$ cat src/rtl/led_pattern_gen_if.sv
// Pattern-control and LED-output bundle for led_pattern_gen.
// The master drives mode/hold/load; the slave (the generator) drives the LED pattern and strobes.
interface led_pattern_gen_if #(
    parameter int WIDTH = 10
);
    logic [1:0]       mode;
    logic             hold;
    logic             load;
    logic [WIDTH-1:0] load_value;
    logic [WIDTH-1:0] runled;
    logic             step;
    logic             wrap;

    modport master (
        output mode, hold, load, load_value,
        input  runled, step, wrap
    );

    modport slave (
        input  mode, hold, load, load_value,
        output runled, step, wrap
    );
endinterface

$ cat src/rtl/led_pattern_gen.sv
// Prescaled LED activity driver with up-count, down-count, bounce-scan and blink patterns,
// plus hold, synchronous preload, and registered step/wrap strobes.
module led_pattern_gen #(
    parameter int          WIDTH      = 10,
    parameter logic [19:0] DECIMATION = 20'd16
) (
    input logic              clk,
    input logic              reset,
    led_pattern_gen_if.slave bus
);
    // mode | meaning
    // UP   | runled counts up, wraps all-ones -> 0
    // DOWN | runled counts down, wraps 0 -> all-ones
    // SCAN | single lit LED bounces between LSB and MSB
    // BLINK| runled toggles between 0 and all-ones
    typedef enum logic [1:0] {
        MODE_UP    = 2'b00,
        MODE_DOWN  = 2'b01,
        MODE_SCAN  = 2'b10,
        MODE_BLINK = 2'b11
    } mode_e;

    localparam logic [WIDTH-1:0] ALL_ONES  = {WIDTH{1'b1}};
    localparam logic [WIDTH-1:0] ONE       = WIDTH'(1);
    localparam logic [19:0]      PCNT_LAST = DECIMATION - 20'd1;

    logic [19:0]      pcnt_q, pcnt_d;
    mode_e            mode_q, mode_d;
    logic             dir_q, dir_d;
    logic [WIDTH-1:0] runled_q, runled_d;
    logic             step_q, step_d;
    logic             wrap_q, wrap_d;
    logic             tick;
    mode_e            mode_in;

    assign mode_in = mode_e'(bus.mode);

    always_comb begin
        tick     = (pcnt_q == PCNT_LAST) && !bus.hold;
        pcnt_d   = pcnt_q;
        mode_d   = mode_q;
        dir_d    = dir_q;
        runled_d = runled_q;
        step_d   = 1'b0;
        wrap_d   = 1'b0;

        if (bus.load) begin
            runled_d = bus.load_value;
            pcnt_d   = '0;
            dir_d    = 1'b0;
            mode_d   = mode_in;
        end else if (mode_in != mode_q) begin
            // A mode change reseeds the pattern even while held
            mode_d = mode_in;
            pcnt_d = '0;
            dir_d  = 1'b0;
            case (mode_in)
                MODE_UP:   runled_d = '0;
                MODE_DOWN: runled_d = ALL_ONES;
                MODE_SCAN: runled_d = ONE;
                default:   runled_d = '0;
            endcase
        end else if (!bus.hold) begin
            pcnt_d = tick ? 20'd0 : pcnt_q + 20'd1;
            if (tick) begin
                step_d = 1'b1;
                case (mode_q)
                    MODE_UP: begin
                        runled_d = runled_q + ONE;
                        wrap_d   = (runled_q == ALL_ONES);
                    end
                    MODE_DOWN: begin
                        runled_d = runled_q - ONE;
                        wrap_d   = (runled_q == '0);
                    end
                    MODE_SCAN: begin
                        if (WIDTH == 1) begin
                            runled_d = ONE;
                            dir_d    = 1'b0;
                            wrap_d   = 1'b1;
                        end else if (runled_q == '0) begin
                            runled_d = ONE;
                            dir_d    = 1'b0;
                        end else if (!dir_q) begin
                            if (runled_q[WIDTH-1]) begin
                                runled_d = runled_q >> 1;
                                dir_d    = 1'b1;
                            end else begin
                                runled_d = runled_q << 1;
                            end
                        end else if (runled_q[0]) begin
                            // Reversal at the LSB closes one scan period
                            runled_d = runled_q << 1;
                            dir_d    = 1'b0;
                            wrap_d   = 1'b1;
                        end else begin
                            runled_d = runled_q >> 1;
                        end
                    end
                    default: begin
                        if (runled_q == '0) begin
                            runled_d = ALL_ONES;
                            wrap_d   = 1'b1;
                        end else begin
                            runled_d = '0;
                        end
                    end
                endcase
            end
        end
    end

    always_ff @(posedge clk or posedge reset) begin
        if (reset) begin
            pcnt_q   <= '0;
            mode_q   <= MODE_UP;
            dir_q    <= 1'b0;
            runled_q <= '0;
            step_q   <= 1'b0;
            wrap_q   <= 1'b0;
        end else begin
            pcnt_q   <= pcnt_d;
            mode_q   <= mode_d;
            dir_q    <= dir_d;
            runled_q <= runled_d;
            step_q   <= step_d;
            wrap_q   <= wrap_d;
        end
    end

    assign bus.runled = runled_q;
    assign bus.step   = step_q;
    assign bus.wrap   = wrap_q;
endmodule

$ cat src/flat_wrapper.sv
// flat-port wrapper written by rule: the top's interface ports become plain ports
module led_pattern_gen_flat 
#(
    parameter int          WIDTH      = 10,
    parameter logic [19:0] DECIMATION = 20'd16
)
  (clk, reset, bus_mode, bus_hold, bus_load, bus_load_value, bus_runled, bus_step, bus_wrap);
  led_pattern_gen_if #(.WIDTH(WIDTH)) bus_i ();
  input logic clk;
  input logic reset;
  input wire logic [$bits(bus_i.mode)-1:0] bus_mode;
  input wire logic [$bits(bus_i.hold)-1:0] bus_hold;
  input wire logic [$bits(bus_i.load)-1:0] bus_load;
  input wire logic [$bits(bus_i.load_value)-1:0] bus_load_value;
  output wire logic [$bits(bus_i.runled)-1:0] bus_runled;
  output wire logic [$bits(bus_i.step)-1:0] bus_step;
  output wire logic [$bits(bus_i.wrap)-1:0] bus_wrap;
  assign bus_i.mode = bus_mode;
  assign bus_i.hold = bus_hold;
  assign bus_i.load = bus_load;
  assign bus_i.load_value = bus_load_value;
  assign bus_runled = bus_i.runled;
  assign bus_step = bus_i.step;
  assign bus_wrap = bus_i.wrap;
  led_pattern_gen #(.WIDTH(WIDTH), .DECIMATION(DECIMATION)) u_core (.clk(clk), .reset(reset), .bus(bus_i));
endmodule
$ cat config.mk
export PLATFORM = sky130hd
export DESIGN_NAME = led_pattern_gen_flat
export DESIGN_NICKNAME = d
export VERILOG_FILES = /design/src/rtl/led_pattern_gen_if.sv /design/src/rtl/led_pattern_gen.sv /design/src/flat_wrapper.sv
export SDC_FILE = /design/constraint.sdc
export NUM_CORES = 1
export LEC_CHECK = 0
export ABC_CLOCK_PERIOD_IN_PS = 2050
export BUFFER_PORTS_ARGS = -buffer_cell sky130_fd_sc_hd__buf_2
export CORE_MARGIN = 4
export CORE_UTILIZATION = 40
export DETAILED_ROUTE_END_ITERATION = 10
export PLACE_DENSITY_LB_ADDON = 0.12
export SLEW_MARGIN = 0
export SYNTH_ARGS = -nofsm -noshare
export SYNTH_HDL_FRONTEND = slang
export SYNTH_SLANG_ARGS = --single-unit
$ cat constraint.sdc
create_clock -name clk -period 2.05 [get_ports clk]
set_input_delay 0.1025 -clock clk [delete_from_list [all_inputs] [get_ports clk]]
set_output_delay 0.1025 -clock clk [all_outputs]
set_load 0.01 [all_outputs]
==> impl_metrics.ini <==
[status]
status = completed

[synth]
synth_top_flop_cell = dfrtp_1
avgSynthCellArea_um2 = 8.09
yosysSeqAreaShare_pct = 31.1
synth_top_area_share_pct = 31.1
synth.area.top_cells = dfrtp_1 31%, a21oi_1 5.2%, xor2_1 5.0%
ys_async_sr_fraction_pct = 100
synth.distinct_cells = 62
synth-seq-cells = 35
syn-num-nets = 367
synthCells = 348
synth_edf_count = 0
synthesis.area_mm2 = 0.00282
yosysWarnings = 0
yosysTopAreaCell = dfrtp_1

[critical_path]
cp.depth = 8
crit_fanout = 6
worstReg2RegEnd = u_core.bus.runled[8]
ff2ff_setup_slack_ns = 0.06
cp_cell_sequence = nor2b_4 > xor2_1 > ha_2 > nor4_4 > nand3b_1 > a21oi_1 > o32ai_1 > a21oi_1
crit_slowest_cell = dfrtp_1
r2r-start = u_core.mode_q[0]
cp_data_arrival_time_ns = 2.16
start_kind = flip-flop
worst-setup-path-type = flip-flop to flip-flop
critical_path.startpoint = u_core.mode_q[0]
cpPeakStageDelay_ns = 0.42
critPathMostFrequentCell = a21oi_1
cp.buffers_inverters = 0
cp.required_ns = 2.22
critPathTopFamily = simple AND/OR/NAND/NOR gates
reg2reg_depth = 8
endpoint = u_core.bus.runled[8]
end_kind = flip-flop

[floorplan]
dieWidth_um = 91.9
die_y_um = 91.9
start_util_pct = 41.2
dieArea_mm2 = 0.00844
rows = 30
io_pins = 28
core_region_area_mm2 = 0.00683

[placement]
gp_congestion = 0.946
numPortBuffers = 27
pre_cts_ws_ns = 0.0881
dp.final_hpwl_mm = 6.22
dp_cells = 480

[finish]
n_antenna_cell = 0
nNetsFinal = 412
mostFrequentLayoutCells = 35 x nor2_1, 35 x dfrtp_1, 34 x buf_4, 27 x a21oi_1, 27 x buf_2
fillCellCount = 697
finalNonFillerCells = 490
drive_above_1_share_pct = 26.6
area_growth_pct = 21.5

[route]
drt_iter0_drc = 237
wl_mm = 8.54
via_per_inst = 5.93
wl_per_cell_um = 17.4
ant_nets = 0
vias = 2907
drc_errors = 0
dr.pass1.iters = 5

[global_route]
grtUsageTotal_pct = 20.6
antenna_found_initial = 0
grt_pass1_wl_mm = 13.9
globalRouteOverflowTotal = 0
grt_pass1_vias = 2602
grt_start_max_net_pins = 36

[timing]
post-route-min-period_ns = 1.99
whs_ns = 0.0159
setup_viol = 0
max_freq_ghz = 0.502
rsz0062_at_grt = yes
slew_headroom_pct = 67.4
tightest_slew_ns = 0.486
setup_ws_ns = 0.0586
period_share_pct = 97.1
finalClockSkew_ns = 0.00902
maxSlewViolCount = 0
hold_viol_final = 0

[power]
powerDensity_mw_per_mm2 = 557
power.leakage_uw = 0.00137
vdd_ir_drop_max_v = 0.000266

[clock_network]
clockRootBuffer = clkbuf_8
clkSinkCount = 35
htreeDepth = 2
worstSkewPairLatency_ns = 0.29
tritoncts = done
clk_path_buf_depth = 2
cts_buffers = 5
clk_pin_slew_ns = 0.08

[hold_path]
hold_path.class = primary input to flip-flop

[run]
maxCapViolCount = 0
## state kept, by name, indices dropped and copies added (netlist names)
signal,cells
u_core.dir_q,1
u_core.bus.step,1
u_core.pcnt_q,20
u_core.bus.runled,10
u_core.mode_q,2
u_core.bus.wrap,1
## area by class of cell
cell class	instances	area, um^2	area share [%]
inverters	7	26.3	0.768
clock inverters	2	16.3	0.476
flip-flops and latches	35	876	25.6
clock buffers	6	82.6	2.41
multi-input cells	280	1860	54.3
well taps	96	120	3.51
repair buffers	64	440	12.9
## Yosys cell counts, types with 3 or more instances
cell,number
nor4_2,5
dfrtp_1,35
nand3b_1,3
o22ai_1,5
nand2b_1,5
xor2_1,16
a21oi_1,29
a211oi_1,4
buf_1,3
nand4_1,14
nor2_1,36
inv_1,7
nor4_1,4
and3_1,5
o21a_1,3
buf_2,6
nor2b_1,7
mux2_2,5
ha_1,3
a31oi_1,6
o21ai_0,16
nor3_1,13
clkbuf_1,17
nand2_1,24
xnor2_1,10
a22oi_1,3
or3_1,5
a211o_2,3
o221ai_1,4
nand3_1,17
## report_power, final
group,switching [uW],internal [uW]
Combinational,338,248
Clock,287,275
Sequential,41.1,717
Total,665,1240
## metal layers
layer | share of wire (%) | track usage [%]
met5 | 0 | 0
met4 | 0.96 | 3.71
met3 | 6.5 | 4.02
met2 | 42 | 28.6
met1 | 51 | 32.9
## through the flow
stage          setup TNS, ns  util (%)  total power (uW)  area, um^2
2_1_floorplan              0         -              1120        2820
3_3_place_gp               0      47.7              1330        3260
3_5_place_dp               0      47.7              1330        3260
4_1_cts                    0      49.3              1890        3370
5_1_grt               -0.161      50.1              2010        3420
6_report                   0      50.1              1910        3420
## how the worst min path moves through the flow
stage | start | endpoint | slack [ns] | cells after the start
floorplan | bus_mode[0] | u_core.mode_q[0] | 0.20 | 1
global placement | reset | u_core.pcnt_q[5] | 0.24 | 3
detailed placement | reset | u_core.pcnt_q[3] | 0.24 | 3
CTS | bus_mode[0] | u_core.mode_q[0] | 0.006 | 1
global route | bus_mode[0] | u_core.mode_q[0] | 0.008 | 1
finish | bus_mode[0] | u_core.mode_q[0] | 0.02 | 1
## cell families after synthesis
family / share of synthesized area (%)
compound gates: 19.4
xor+xnor: 8.09
fa+ha+maj: 1.33
buf+inv: 4.67
flops: 31.1
mux: 2.71
simple gates: 32.7
## what timing repair did
item	CTS	global route
endpoints found under the setup margin	0	17
hold endpoints to repair	35	0
setup buffers	0	1
resized for setup	0	12
hold buffers	1	0
(Power assumes the default switching activity.)
